`config.mk`:
```
export PLATFORM = sky130hd
export DESIGN_NAME = ecc_163_enc_fault_detc
export DESIGN_NICKNAME = d
export VERILOG_FILES = /design/src/rtl/ecc_163_enc_fault_detc.sv
export SDC_FILE = /design/constraint.sdc
export NUM_CORES = 1
export LEC_CHECK = 0
export ABC_CLOCK_PERIOD_IN_PS = 4019
export CELL_PAD_IN_SITES_DETAIL_PLACEMENT = 1
export CELL_PAD_IN_SITES_GLOBAL_PLACEMENT = 1
export CORE_MARGIN = 10
export CORE_UTILIZATION = 32
export DETAILED_ROUTE_END_ITERATION = 8
export PLACE_DENSITY_LB_ADDON = 0.1
export SLEW_MARGIN = 20
export SYNTH_ARGS = -nofsm -noshare
export SYNTH_HDL_FRONTEND = slang
export SYNTH_SLANG_ARGS = --single-unit
```
`constraint.sdc`:
```
create_clock -name clk -period 4.02 [get_ports clk]
set_input_delay 0.804 -clock clk [delete_from_list [all_inputs] [get_ports clk]]
set_output_delay 0.804 -clock clk [all_outputs]
set_load 0.05 [all_outputs]
```
`src/rtl/ecc_163_enc_fault_detc.sv`:
```
// SECDED write-side encoder with lockstep fault detection.
// ecc_163_cal: Hamming(8) + overall-parity generator/checker for 163-bit words.
// ecc_163_enc_fault_detc: one valid/ready stage. Two encoders run in lockstep and are compared.
// Optional macro ECC_ENC_FAULT_INJ_EN adds inj_en/inj_mask ports for compare-path fault injection.

module ecc_163_cal #(
  parameter int DATA_WIDTH   = 163,
  parameter int PARITY_WIDTH = 9
) (
  input  logic [DATA_WIDTH-1:0]   data_i,
  input  logic [PARITY_WIDTH-1:0] parity_i,
  output logic [PARITY_WIDTH-1:0] parity_o,
  output logic                    sbit_err_o,
  output logic                    dbit_err_o
);
  localparam int HAM_W = PARITY_WIDTH - 1;

  // Data bit k occupies the k-th non-power-of-two codeword position (3,5,6,7,9,...).
  // Its Hamming contribution is that position number.
  function automatic logic [DATA_WIDTH*HAM_W-1:0] build_pos();
    logic [DATA_WIDTH*HAM_W-1:0] t;
    int k;
    t = '0;
    k = 0;
    for (int p = 1; p < (1 << HAM_W); p++) begin
      if (((p & (p - 1)) != 0) && (k < DATA_WIDTH)) begin
        t[k*HAM_W +: HAM_W] = p[HAM_W-1:0];
        k++;
      end
    end
    return t;
  endfunction

  localparam logic [DATA_WIDTH*HAM_W-1:0] POS_TABLE = build_pos();

  logic [HAM_W-1:0] ham;
  logic [HAM_W-1:0] syndrome;
  logic             overall_odd;

  // Hamming check bits are the XOR of the positions of all set data bits.
  always_comb begin
    ham = '0;
    for (int i = 0; i < DATA_WIDTH; i++) begin
      if (data_i[i]) ham = ham ^ POS_TABLE[i*HAM_W +: HAM_W];
    end
  end

  // The overall bit makes the full codeword even parity.
  assign parity_o    = {(^data_i) ^ (^ham), ham};
  assign syndrome    = ham ^ parity_i[HAM_W-1:0];
  assign overall_odd = (^data_i) ^ (^parity_i);
  assign sbit_err_o  = overall_odd;
  assign dbit_err_o  = ~overall_odd & (|syndrome);
endmodule

module ecc_163_enc_fault_detc #(
  parameter int DATA_WIDTH   = 163,
  parameter int PARITY_WIDTH = 9,
  parameter int CNT_WIDTH    = 8
) (
  input  logic                    clk,
  input  logic                    rst,
`ifdef ECC_ENC_FAULT_INJ_EN
  input  logic                    inj_en,
  input  logic [PARITY_WIDTH-1:0] inj_mask,
`endif
  input  logic                    ecc_fault_detc_en,
  input  logic                    bypass,
  input  logic                    fault_clr,
  input  logic                    in_vld,
  output logic                    in_rdy,
  input  logic [DATA_WIDTH-1:0]   in_data,
  output logic                    out_vld,
  input  logic                    out_rdy,
  output logic [DATA_WIDTH-1:0]   out_data,
  output logic [PARITY_WIDTH-1:0] out_parity,
  output logic                    ecc_fault,
  output logic                    fault_sticky,
  output logic [CNT_WIDTH-1:0]    fault_cnt
);
  localparam logic [CNT_WIDTH-1:0] CNT_MAX = '1;

  logic [PARITY_WIDTH-1:0] parity0, parity1, parity1_eff;
  logic                    sbit0, dbit0, sbit1, dbit1;
  logic                    unused_cal;
  logic                    capture, fault_now;

  logic                    out_vld_q, out_vld_d;
  logic [DATA_WIDTH-1:0]   out_data_q, out_data_d;
  logic [PARITY_WIDTH-1:0] out_parity_q, out_parity_d;
  logic                    ecc_fault_q, ecc_fault_d;
  logic                    fault_sticky_q, fault_sticky_d;
  logic [CNT_WIDTH-1:0]    fault_cnt_q, fault_cnt_d;

  ecc_163_cal #(.DATA_WIDTH(DATA_WIDTH), .PARITY_WIDTH(PARITY_WIDTH)) u_cal0 (
    .data_i     (in_data),
    .parity_i   ('0),
    .parity_o   (parity0),
    .sbit_err_o (sbit0),
    .dbit_err_o (dbit0)
  );

  ecc_163_cal #(.DATA_WIDTH(DATA_WIDTH), .PARITY_WIDTH(PARITY_WIDTH)) u_cal1 (
    .data_i     (in_data),
    .parity_i   ('0),
    .parity_o   (parity1),
    .sbit_err_o (sbit1),
    .dbit_err_o (dbit1)
  );

  // Only the generated parity is used on the write side; the check outputs are dropped.
  assign unused_cal = sbit0 ^ dbit0 ^ sbit1 ^ dbit1;

`ifdef ECC_ENC_FAULT_INJ_EN
  // Injection perturbs the compare path only; the stored parity always comes from instance 0.
  assign parity1_eff = parity1 ^ (inj_en ? inj_mask : '0);
`else
  assign parity1_eff = parity1;
`endif

  assign in_rdy    = ~rst & (~out_vld_q | out_rdy);
  assign capture   = in_vld & in_rdy;
  assign fault_now = ecc_fault_detc_en & ~bypass & (|(parity0 ^ parity1_eff));

  // Next state: capture loads a new word, a drained output empties, and a stall holds everything.
  always_comb begin
    out_vld_d      = out_vld_q;
    out_data_d     = out_data_q;
    out_parity_d   = out_parity_q;
    ecc_fault_d    = ecc_fault_q;
    fault_sticky_d = fault_sticky_q;
    fault_cnt_d    = fault_cnt_q;
    if (capture) begin
      out_vld_d    = 1'b1;
      out_data_d   = in_data;
      out_parity_d = bypass ? '0 : parity0;
      ecc_fault_d  = fault_now;
    end else if (out_rdy) begin
      out_vld_d = 1'b0;
    end
    if (fault_clr) begin
      fault_sticky_d = 1'b0;
      fault_cnt_d    = '0;
    end
    // A faulty capture in the same cycle as a clear wins over the clear.
    if (capture && fault_now) begin
      fault_sticky_d = 1'b1;
      fault_cnt_d    = (fault_cnt_d == CNT_MAX) ? CNT_MAX : fault_cnt_d + 1'b1;
    end
  end

  // Output stage and fault counters; reset discards any held word.
  always_ff @(posedge clk) begin
    if (rst) begin
      out_vld_q      <= 1'b0;
      out_data_q     <= '0;
      out_parity_q   <= '0;
      ecc_fault_q    <= 1'b0;
      fault_sticky_q <= 1'b0;
      fault_cnt_q    <= '0;
    end else begin
      out_vld_q      <= out_vld_d;
      out_data_q     <= out_data_d;
      out_parity_q   <= out_parity_d;
      ecc_fault_q    <= ecc_fault_d;
      fault_sticky_q <= fault_sticky_d;
      fault_cnt_q    <= fault_cnt_d;
    end
  end

  assign out_vld      = out_vld_q;
  assign out_data     = out_data_q;
  assign out_parity   = out_parity_q;
  assign ecc_fault    = ecc_fault_q;
  assign fault_sticky = fault_sticky_q;
  assign fault_cnt    = fault_cnt_q;
endmodule

```
# Word-level counts from Yosys, hierarchy flattened
# Cells that the tools add are included.
# totals
register_bits	183
out_inout_bits	184
input_bits	170
word_cells	357
# op_classes
eq_ne	1
add_sub_neg	1
mux	171
n_bitwise	172
reduce_logical	6
# op_table
op	n
7-bit 2-to-1 mux	63
8-bit 2-to-1 mux	46
4-bit inverter	50
6-bit 2-to-1 mux	31
163-bit parity	1
3-bit inverter	49
5-bit inverter	28
5-bit 2-to-1 mux	15
6-bit inverter	8
2-bit inverter	23
4-bit 2-to-1 mux	7
3-bit 2-to-1 mux	3
9-bit 2-to-1 mux	1
9-bit OR reduction	1
9-bit bitwise XOR	1
8-bit by 1-bit adder with 8-bit output, second input constant	1
8-bit equality test, second input constant	1
8-bit parity	1
7-bit inverter	1
1-bit inverter with 2-bit output	3
1-bit bitwise AND	4
1-bit 2-to-1 mux	4
2-bit nonzero test	2
1-bit inverter	3
other kinds (4)	4

# Longest topological paths before layout
# Gate-level depths: netlist of the first run.
# logic_depth
depth_word	332
depth_mapped	9

# By module
# From an unflattened synthesis of the first run, not the netlist that was laid out.
# unflattened
cells_unflattened	1465
area_unflattened_um2	13874.6
# by_module_without_submodules
mod	instances	area_per_inst_um2	cells_per_inst
ecc_163_cal	2	3676.0	317
ecc_163_enc_fault_detc	1	6522.5	831

# Least setup slack after synthesis of the first run
# Ideal clock, no wire load.
# synth_path
path_type	input-to-reg
start	input port in_data[59]
end	register out_parity_q[8] (netlist: out_parity[8])
arrival_ns	3.429
path_stages	9
slack_ns	0.473
path_cell_list	xnor2_2 -> xnor3_1 -> xnor3_1 -> xnor3_2 -> xnor3_2 -> xnor2_2 -> xnor3_1 -> xnor3_1 -> a32o_1
# synth_between
elab_chain_len	167
# synth_rtl
element	line_no	rtl
start: declaration	72	input logic [DATA_WIDTH-1:0] in_data,
7-bit 2-to-1 mux	44	if (data_i[i]) ham = ham ^ POS_TABLE[i*HAM_W +: HAM_W];
2-bit inverter (no line)	n/a	
7-bit 2-to-1 mux	44	
3-bit inverter (no line)	n/a	
7-bit 2-to-1 mux	44	
3-bit inverter (no line)	n/a	
7-bit 2-to-1 mux	44	
4-bit inverter (no line)	n/a	
[109 not listed]	n/a	
6-bit inverter (no line)	n/a	
7-bit 2-to-1 mux	44	
7-bit inverter (no line)	n/a	
7-bit 2-to-1 mux	44	
8-bit 2-to-1 mux (43 in series)	44	
8-bit parity	49	assign parity_o = {(^data_i) ^ (^ham), ham};
1-bit bitwise XOR (*)	49	
9-bit 2-to-1 mux (*)	136	out_parity_d = bypass ? '0 : parity0;
end signal: assignment	164	out_parity_q <= out_parity_d;
end: declaration	90	logic [PARITY_WIDTH-1:0] out_parity_q, out_parity_d;
# Every way passes the cells marked *; elsewhere a longest branch is shown, timed or not.
# A chain may end at the register's enable or synchronous reset.

# Worst setup path in the final report of the first run
# layout_path
start	input port in_data[79]
end	register out_parity_q[8] (netlist: out_parity[8])
# layout_between
elab_chain_len	129
# layout_rtl
element	line_no
7-bit 2-to-1 mux (2 in series)	44
4-bit inverter (no line) or 7-bit 2-to-1 mux (tied branches)	n/a
7-bit 2-to-1 mux or 4-bit inverter (tied branches)	n/a
7-bit 2-to-1 mux	44
5-bit inverter (no line)	n/a
7-bit 2-to-1 mux (2 in series)	44
5-bit inverter (no line) or 7-bit 2-to-1 mux (tied branches)	n/a
7-bit 2-to-1 mux or 5-bit inverter (tied branches)	n/a
[111 not listed]	n/a
4-bit inverter (no line) or 8-bit 2-to-1 mux (tied branches)	n/a
8-bit 2-to-1 mux or 4-bit inverter (tied branches)	n/a
8-bit 2-to-1 mux	44
5-bit inverter (no line)	n/a
8-bit 2-to-1 mux	44
8-bit parity	49
1-bit bitwise XOR (*)	49
9-bit 2-to-1 mux (*)	136
# Marked as above.

==> results of run 1 <==
-- cell usage after synthesis, drive strengths merged --
library cell	count	area share [%]
nand2	323	13
xnor2	231	22
dfxtp	173	38
nand3	163	8.9
clkbuf	47	1.9
xor2	43	4.1
xnor3	35	8.6
buf	19	1.2
nor2	12	0.49
a22oi	7	0.57
inv	3	0.12
o21ai	2	0.11
a21oi	1	0.055
a32o	1	0.11
and2	1	0.068
conb	1	0.041
nor2b	1	0.068
nor3	1	0.055
-- routing by layer --
metal	part of all wire, %	track usage, %	vias to the layer above	wire length (microns)
li1	-	-	4161	-
met1	41	25.3	4082	16200
met2	48	35.8	258	18800
met3	8.3	7.35	40	3250
met4	2.1	6.87	2	807
met5	0.018	0	-	7
-- layout by cell type, fill, tap and decap left out --
master / Yosys / final
a21oi_1: 1 / 1
a22oi_1: 7 / 7
a32o_1: 1 / 1
and2_4: 0 / 1
buf_12: 0 / 4
buf_4: 10 / 85
bufinv_16: 0 / 5
clkbuf_16: 0 / 17
clkbuf_8: 0 / 1
clkdlybuf4s50_1: 0 / 341
clkinv_2: 0 / 1
clkinv_4: 0 / 1
conb_1: 1 / 10
dfxtp_1: 173 / 173
diode_2: 0 / 3
inv_1: 3 / 2
inv_6: 0 / 7
inv_8: 0 / 1
nand2_1: 323 / 322
nand2_4: 0 / 1
nand3_1: 163 / 163
nor2_1: 12 / 12
nor2b_1: 1 / 1
nor3_1: 1 / 1
o21ai_0: 2 / 2
xnor2_1: 228 / 228
xnor2_2: 2 / 2
xnor2_4: 1 / 1
xnor3_1: 32 / 32
xnor3_2: 3 / 3
xor2_1: 43 / 43
-- worst min path at each step --
stage,startpoint,end,slack (ps),depth (start not counted)
6_report,out_data[115]$_SDFFE_PP0P_,out_data[115]$_SDFFE_PP0P_,450,2
5_1_grt,out_data[67]$_SDFFE_PP0P_,out_data[67]$_SDFFE_PP0P_,470,2
4_1_cts,out_data[115]$_SDFFE_PP0P_,out_data[115]$_SDFFE_PP0P_,450,2
3_5_place_dp,out_data[60]$_SDFFE_PP0P_,out_data[60]$_SDFFE_PP0P_,450,2
3_3_place_gp,out_data[123]$_SDFFE_PP0P_,out_data[123]$_SDFFE_PP0P_,440,2
2_1_floorplan,out_data[0]$_SDFFE_PP0P_,out_data[0]$_SDFFE_PP0P_,680,2
-- state kept, by name (all words and copies together), names as in the netlist --
register	count
out_data	163
out_parity	9
out_vld	1
-- cells by family after synthesis --
group                  after synthesis  share of synthesized area (%)
other                                1                         0.0409
AND/OR/NAND/NOR                    501                           22.8
AO/OA/AOI/OAI                       11                          0.847
flip-flops                         173                           37.8
buffers and inverters               69                           3.24
XOR/XNOR                           309                           35.2
-- power by group --
group | total (W) | leakage, nW | internal, W | switching, W
clock network | 0.00193 | 0.329 | 0.00114 | 0.000793
logic | 0.00519 | 4.37 | 0.00291 | 0.00228
registers | 0.00194 | 1.43 | 0.00187 | 0.0000761
total | 0.00906 | 6.13 | 0.00592 | 0.00314
-- stage by stage --
stage	util [%]	TNS, ps	total power [W]	setup slack [ps]
global route	50.7	0	0.00946	18.2
global placement	48.3	-196	0.00707	-196
floorplan	-	0	0.00560	473
detailed placement	48.3	-273	0.00717	-273
finish	50.7	0	0.00906	146
CTS	50.7	0	0.00917	159
-- cell type report --
type | instances | area (sq um) | share of cell area (%)
multi-input combinational | 831 | 5440 | 38.3
timing repair buffer | 430 | 4130 | 29.1
sequential | 173 | 3460 | 24.4
tap | 378 | 473 | 3.33
clock buffer | 18 | 439 | 3.09
clock inverter | 14 | 228 | 1.60
inverter | 3 | 16.3 | 0.115
antenna | 3 | 7.51 | 0.0529
-- worst max-delay path, cell delays in order --
cell	delay [ps]
clkdlybuf4s50_1	540
xnor2_2	140
xnor3_1	430
xnor3_1	430
xnor3_2	280
xnor3_2	430
xnor2_2	210
xnor3_1	370
xnor3_1	350
a32o_1	220
==> results.sh, run 1 <==
export IMPL_wl_mm=39.0
export IMPL_path_max_fanout=2
export IMPL_hold_ws_ps=452
export IMPL_finClkSkew_ps=13.3
export IMPL_finalNonFillerCells=1850
export IMPL_fin_crit_ps=3870
export IMPL_num_vias=8543
export IMPL_final_setup_viol_count=0
export IMPL_hpwl_mm=30.5
export IMPL_ctsHoldBuffers=0
export IMPL_r2r_cells=6
export IMPL_maxCapViolCount=0
export IMPL_criticalPathCategory="in2reg"
export IMPL_die_h_microns=189
export IMPL_tightest_slew_ps=731
export IMPL_final_max_slew_viol_count=0
export IMPL_grt_antenna_before_repair=4
export IMPL_drt_iter0_drc=313
export IMPL_clk_latency_ps=440
export IMPL_period_share_pct=96.4
export IMPL_cts_sinks=173
export IMPL_dp_cells=1815
export IMPL_clockRootBuffer="clkbuf_16"
export IMPL_required_ps=4350
export IMPL_crit_arrival_ps=4210
export IMPL_post_dp_cell_area_sq_mm=0.0135
export IMPL_power_density_mw_per_mm2=638
export IMPL_cts_setup_buffers=0
export IMPL_vdd_drop_max_mv=0.936
export IMPL_hold_violations=0
export IMPL_setup_worst_path_end_class="flop"
export IMPL_nets=1626
export IMPL_grt_pass1_vias=9181
export IMPL_syn_area_sq_mm=0.00916
export IMPL_min_path_type="reg2reg"
export IMPL_std_cell_rows=61
export IMPL_wl_per_cell_microns=21.1
export IMPL_design_area_sq_mm=0.0142
export IMPL_leakage_nw=6.13
export IMPL_fillers=3250
export IMPL_die_area_sq_mm=0.0358
export IMPL_port_buffer_count=341
export IMPL_drtPass1Iterations=4
export IMPL_critPathLaunch="in_data[79]"
export IMPL_coreArea_sq_mm=0.0280
export IMPL_cts_buffers=17
export IMPL_grt_pass1_wl_mm=58.4
export IMPL_cts_tree="yes"
export IMPL_ys_seq_area_share_pct=37.8
export IMPL_slew_limit_headroom_pct=51.1
export IMPL_ys_ff_latch=173
export IMPL_ys_warn_count=0
export IMPL_syn2layout_area_growth_pct=55.1
export IMPL_cts_buffer_depth=2
export IMPL_drc=0
export IMPL_grt_util_all_layers_pct=21.4
export IMPL_syn_avg_cell_area_sq_um=8.61
export IMPL_timing_rr_start="out_vld$_SDFFE_PP0P_"
export IMPL_io_pins=354
export IMPL_r2r_setup_slack_ps=1880
export IMPL_h_tree_depth=4
export IMPL_outcome="finished clean"
export IMPL_critPathLaunchType="input port"
export IMPL_fmax_mhz=258
export IMPL_worstSetupEndpoint="out_parity[8]$_SDFFE_PP0P_"
export IMPL_r2r_end="out_parity[7]$_SDFFE_PP0P_"
export IMPL_viasPerCell=4.62
export IMPL_cts_clk_slew_worst_paths_ps=70
export IMPL_drive_gt1_share_pct=8.85
export IMPL_gp_congestion=0.816
export IMPL_grt_max_degree=84
export IMPL_cts_resized=0
export IMPL_grt_overflow_total=0
export IMPL_final_antenna_net_count=0
export IMPL_die_x_microns=189
export IMPL_rsz0062_at_grt="no"
export IMPL_start_util_pct=32.7
export IMPL_synthCells=1064
export IMPL_synth_cell_types=22
(Power assumes the default switching activity.)
==> run 2, diff against run 1 <==
--- a/config.mk
+++ b/config.mk
@@ -11,7 +11,7 @@
 export CORE_MARGIN = 10
 export CORE_UTILIZATION = 32
 export DETAILED_ROUTE_END_ITERATION = 8
-export PLACE_DENSITY_LB_ADDON = 0.1
+export PLACE_DENSITY = 0.84
 export SLEW_MARGIN = 20
 export SYNTH_ARGS = -nofsm -noshare
 export SYNTH_HDL_FRONTEND = slang
==> run 2 against run 1 <==
Against the previous run: count of clock-buffer cells in the layout rose by 1; sequential cell count is the same; non-clock buffer count is 1 higher; first-iteration DRC count is 33% higher; hold slack improved by 0.95 ps; utilization shrank 0.12 points; critical path type unchanged; largest cell class unchanged.
==> results.sh, run 2 (synthesis gave the netlist of run 1 again) <==
export IMPL_outcome="finished clean"
export IMPL_final_common_cell="clkdlybuf4s50_1"
export IMPL_clk_latency_ps=420
export IMPL_h_tree_depth=4
export IMPL_die_area_sq_mm=0.0358
export IMPL_setup_worst_path_end_class="flop"
export IMPL_coreArea_sq_mm=0.0280
export IMPL_cts_buffer_depth=2
export IMPL_required_ps=4320
export IMPL_grt_overflow_total=0
export IMPL_viasPerCell=4.73
export IMPL_start_util_pct=32.7
export IMPL_tightest_slew_ps=707
export IMPL_gp_congestion=0.841
export IMPL_io_pins=354
export IMPL_wl_mm=40.1
export IMPL_final_max_slew_viol_count=0
export IMPL_cts_setup_buffers=0
export IMPL_fmax_mhz=256
export IMPL_hpwl_mm=32.3
export IMPL_setup_slack_ps=109
export IMPL_std_cell_rows=61
export IMPL_path_max_fanout=2
export IMPL_final_cell_mix="clkdlybuf4s50_1, nand2_1, xnor2_1"
export IMPL_wl_per_cell_microns=21.6
export IMPL_power_density_mw_per_mm2=630
export IMPL_fin_tns_setup_ps=0
export IMPL_cts_sinks=173
export IMPL_rsz0062_at_grt="no"
export IMPL_place_ws_ps=-350
export IMPL_critPathLaunchType="input port"
export IMPL_cp_cell_sequence="clkdlybuf4s50_1, xnor2_2, xnor3_1, xnor3_1, xnor3_2, buf_4, xnor2_1, xnor3_2, xnor3_1, xnor3_1, a32o_1"
export IMPL_maxCapViolCount=0
export IMPL_port_buffer_count=341
export IMPL_die_x_microns=189
export IMPL_die_h_microns=189
export IMPL_fillers=3308
export IMPL_drtPass1Iterations=5
export IMPL_vdd_drop_max_mv=0.859
export IMPL_drive_gt1_share_pct=8.85
export IMPL_fin_crit_ps=3910
export IMPL_cts_buffers=17
export IMPL_crit_arrival_ps=4220
export IMPL_drc=0
export IMPL_final_antenna_net_count=0
export IMPL_period_share_pct=97.3
export IMPL_final_setup_viol_count=0
export IMPL_criticalPathCategory="in2reg"
export IMPL_max_stage_delay_ps=530
export IMPL_multi_input_area_sq_mm=0.00545
export IMPL_cp_common_cell="xnor3_1"
export IMPL_seqCellArea_sq_mm=0.00346
export IMPL_finClkSkew_ps=12.7
export IMPL_report_power_total_w=0.00892
export IMPL_largest_reg_flops=163
export IMPL_grt_pass1_vias=9693
export IMPL_cts_tree="yes"
export IMPL_cp_slowest_cell="clkdlybuf4s50_1"
export IMPL_leakage_nw=6.11
export IMPL_clockRootBuffer="clkbuf_16"
export IMPL_fin_util_pct=50.6
export IMPL_cts_clk_slew_worst_paths_ps=70
export IMPL_grt_antenna_before_repair=4
export IMPL_min_path_type="reg2reg"
export IMPL_syn2layout_area_growth_pct=54.7
export IMPL_slew_limit_headroom_pct=52.9
export IMPL_grt_max_degree=85
export IMPL_nets=1627
export IMPL_ctsHoldBuffers=0
export IMPL_drt_iter0_drc=415
export IMPL_num_vias=8752
export IMPL_grt_pass1_wl_mm=59.7
export IMPL_hold_violations=0
export IMPL_grt_util_all_layers_pct=21.8
-- run 2: changes by cell type in the layout (fill, tap and decap cells not counted) --
cell | before | now
xnor2_1 | 228 | 227
clkbuf_1 | 0 | 1
diode_2 | 3 | 4
buf_12 | 4 | 3
clkinvlp_4 | 0 | 3
bufinv_16 | 5 | 4
clkinv_4 | 1 | 0
buf_4 | 85 | 87
xnor2_2 | 2 | 3
inv_6 | 7 | 4
-- run 2: layer usage --
layer  wire (microns)  GRT usage (%)  up-vias
met3             3510           8.09       53
met5                0              0        -
li1                 -              -     4152
met1            15700           24.3     4250
met2            19600           37.2      297
met4             1270           8.03        0
-- run 2: worst paths after layout --
kind	end	start	depth (start not counted)	slack (ps)
setup / recovery	out_parity[8]$_SDFFE_PP0P_	in_data[59]	11	110
hold / removal	out_data[122]$_SDFFE_PP0P_	out_data[122]$_SDFFE_PP0P_	2	450
setup reg to reg	out_data[135]$_SDFFE_PP0P_	out_vld$_SDFFE_PP0P_	6	2090
hold reg to reg	out_data[122]$_SDFFE_PP0P_	out_data[122]$_SDFFE_PP0P_	2	450
-- run 2: layout make-up --
cell class,instances,area share [%]
antenna,4,0.0707
clock buffer,19,3.13
clock inverter,12,1.31
inverter,3,0.115
multi-input combinational,831,38.5
sequential,173,24.4
tap,378,3.34
timing repair buffer,431,29.1
-- run 2: repair_timing --
action | 4_1_cts | 5_1_grt
endpoints found under the hold margin | 0 | 0
resized for setup | 0 | 1
setup endpoints to repair | 0 | 1
-- run 2: through the flow --
step                hold WS [ps]  area, sq um  instances
floorplan                    678         9190       1073
detailed placement           444        13500       1816
CTS                          456        14100       1847
global route                 475        14200       1850
finish                       453        14200       1851
global placement             440        13500       1816
-- run 2: power breakdown --
part,total (W),internal [W],switching (W)
registers,0.00195,0.00187,0.0000785
clock network,0.00184,0.00107,0.000770
logic,0.00514,0.00284,0.00230
-- run 2: worst max-delay path, delay by kind of cell --
kind / cells / cell delay (ps)
XOR/XNOR: 8 / 2500
buffers and inverters: 2 / 680
AO/OA/AOI/OAI: 1 / 220
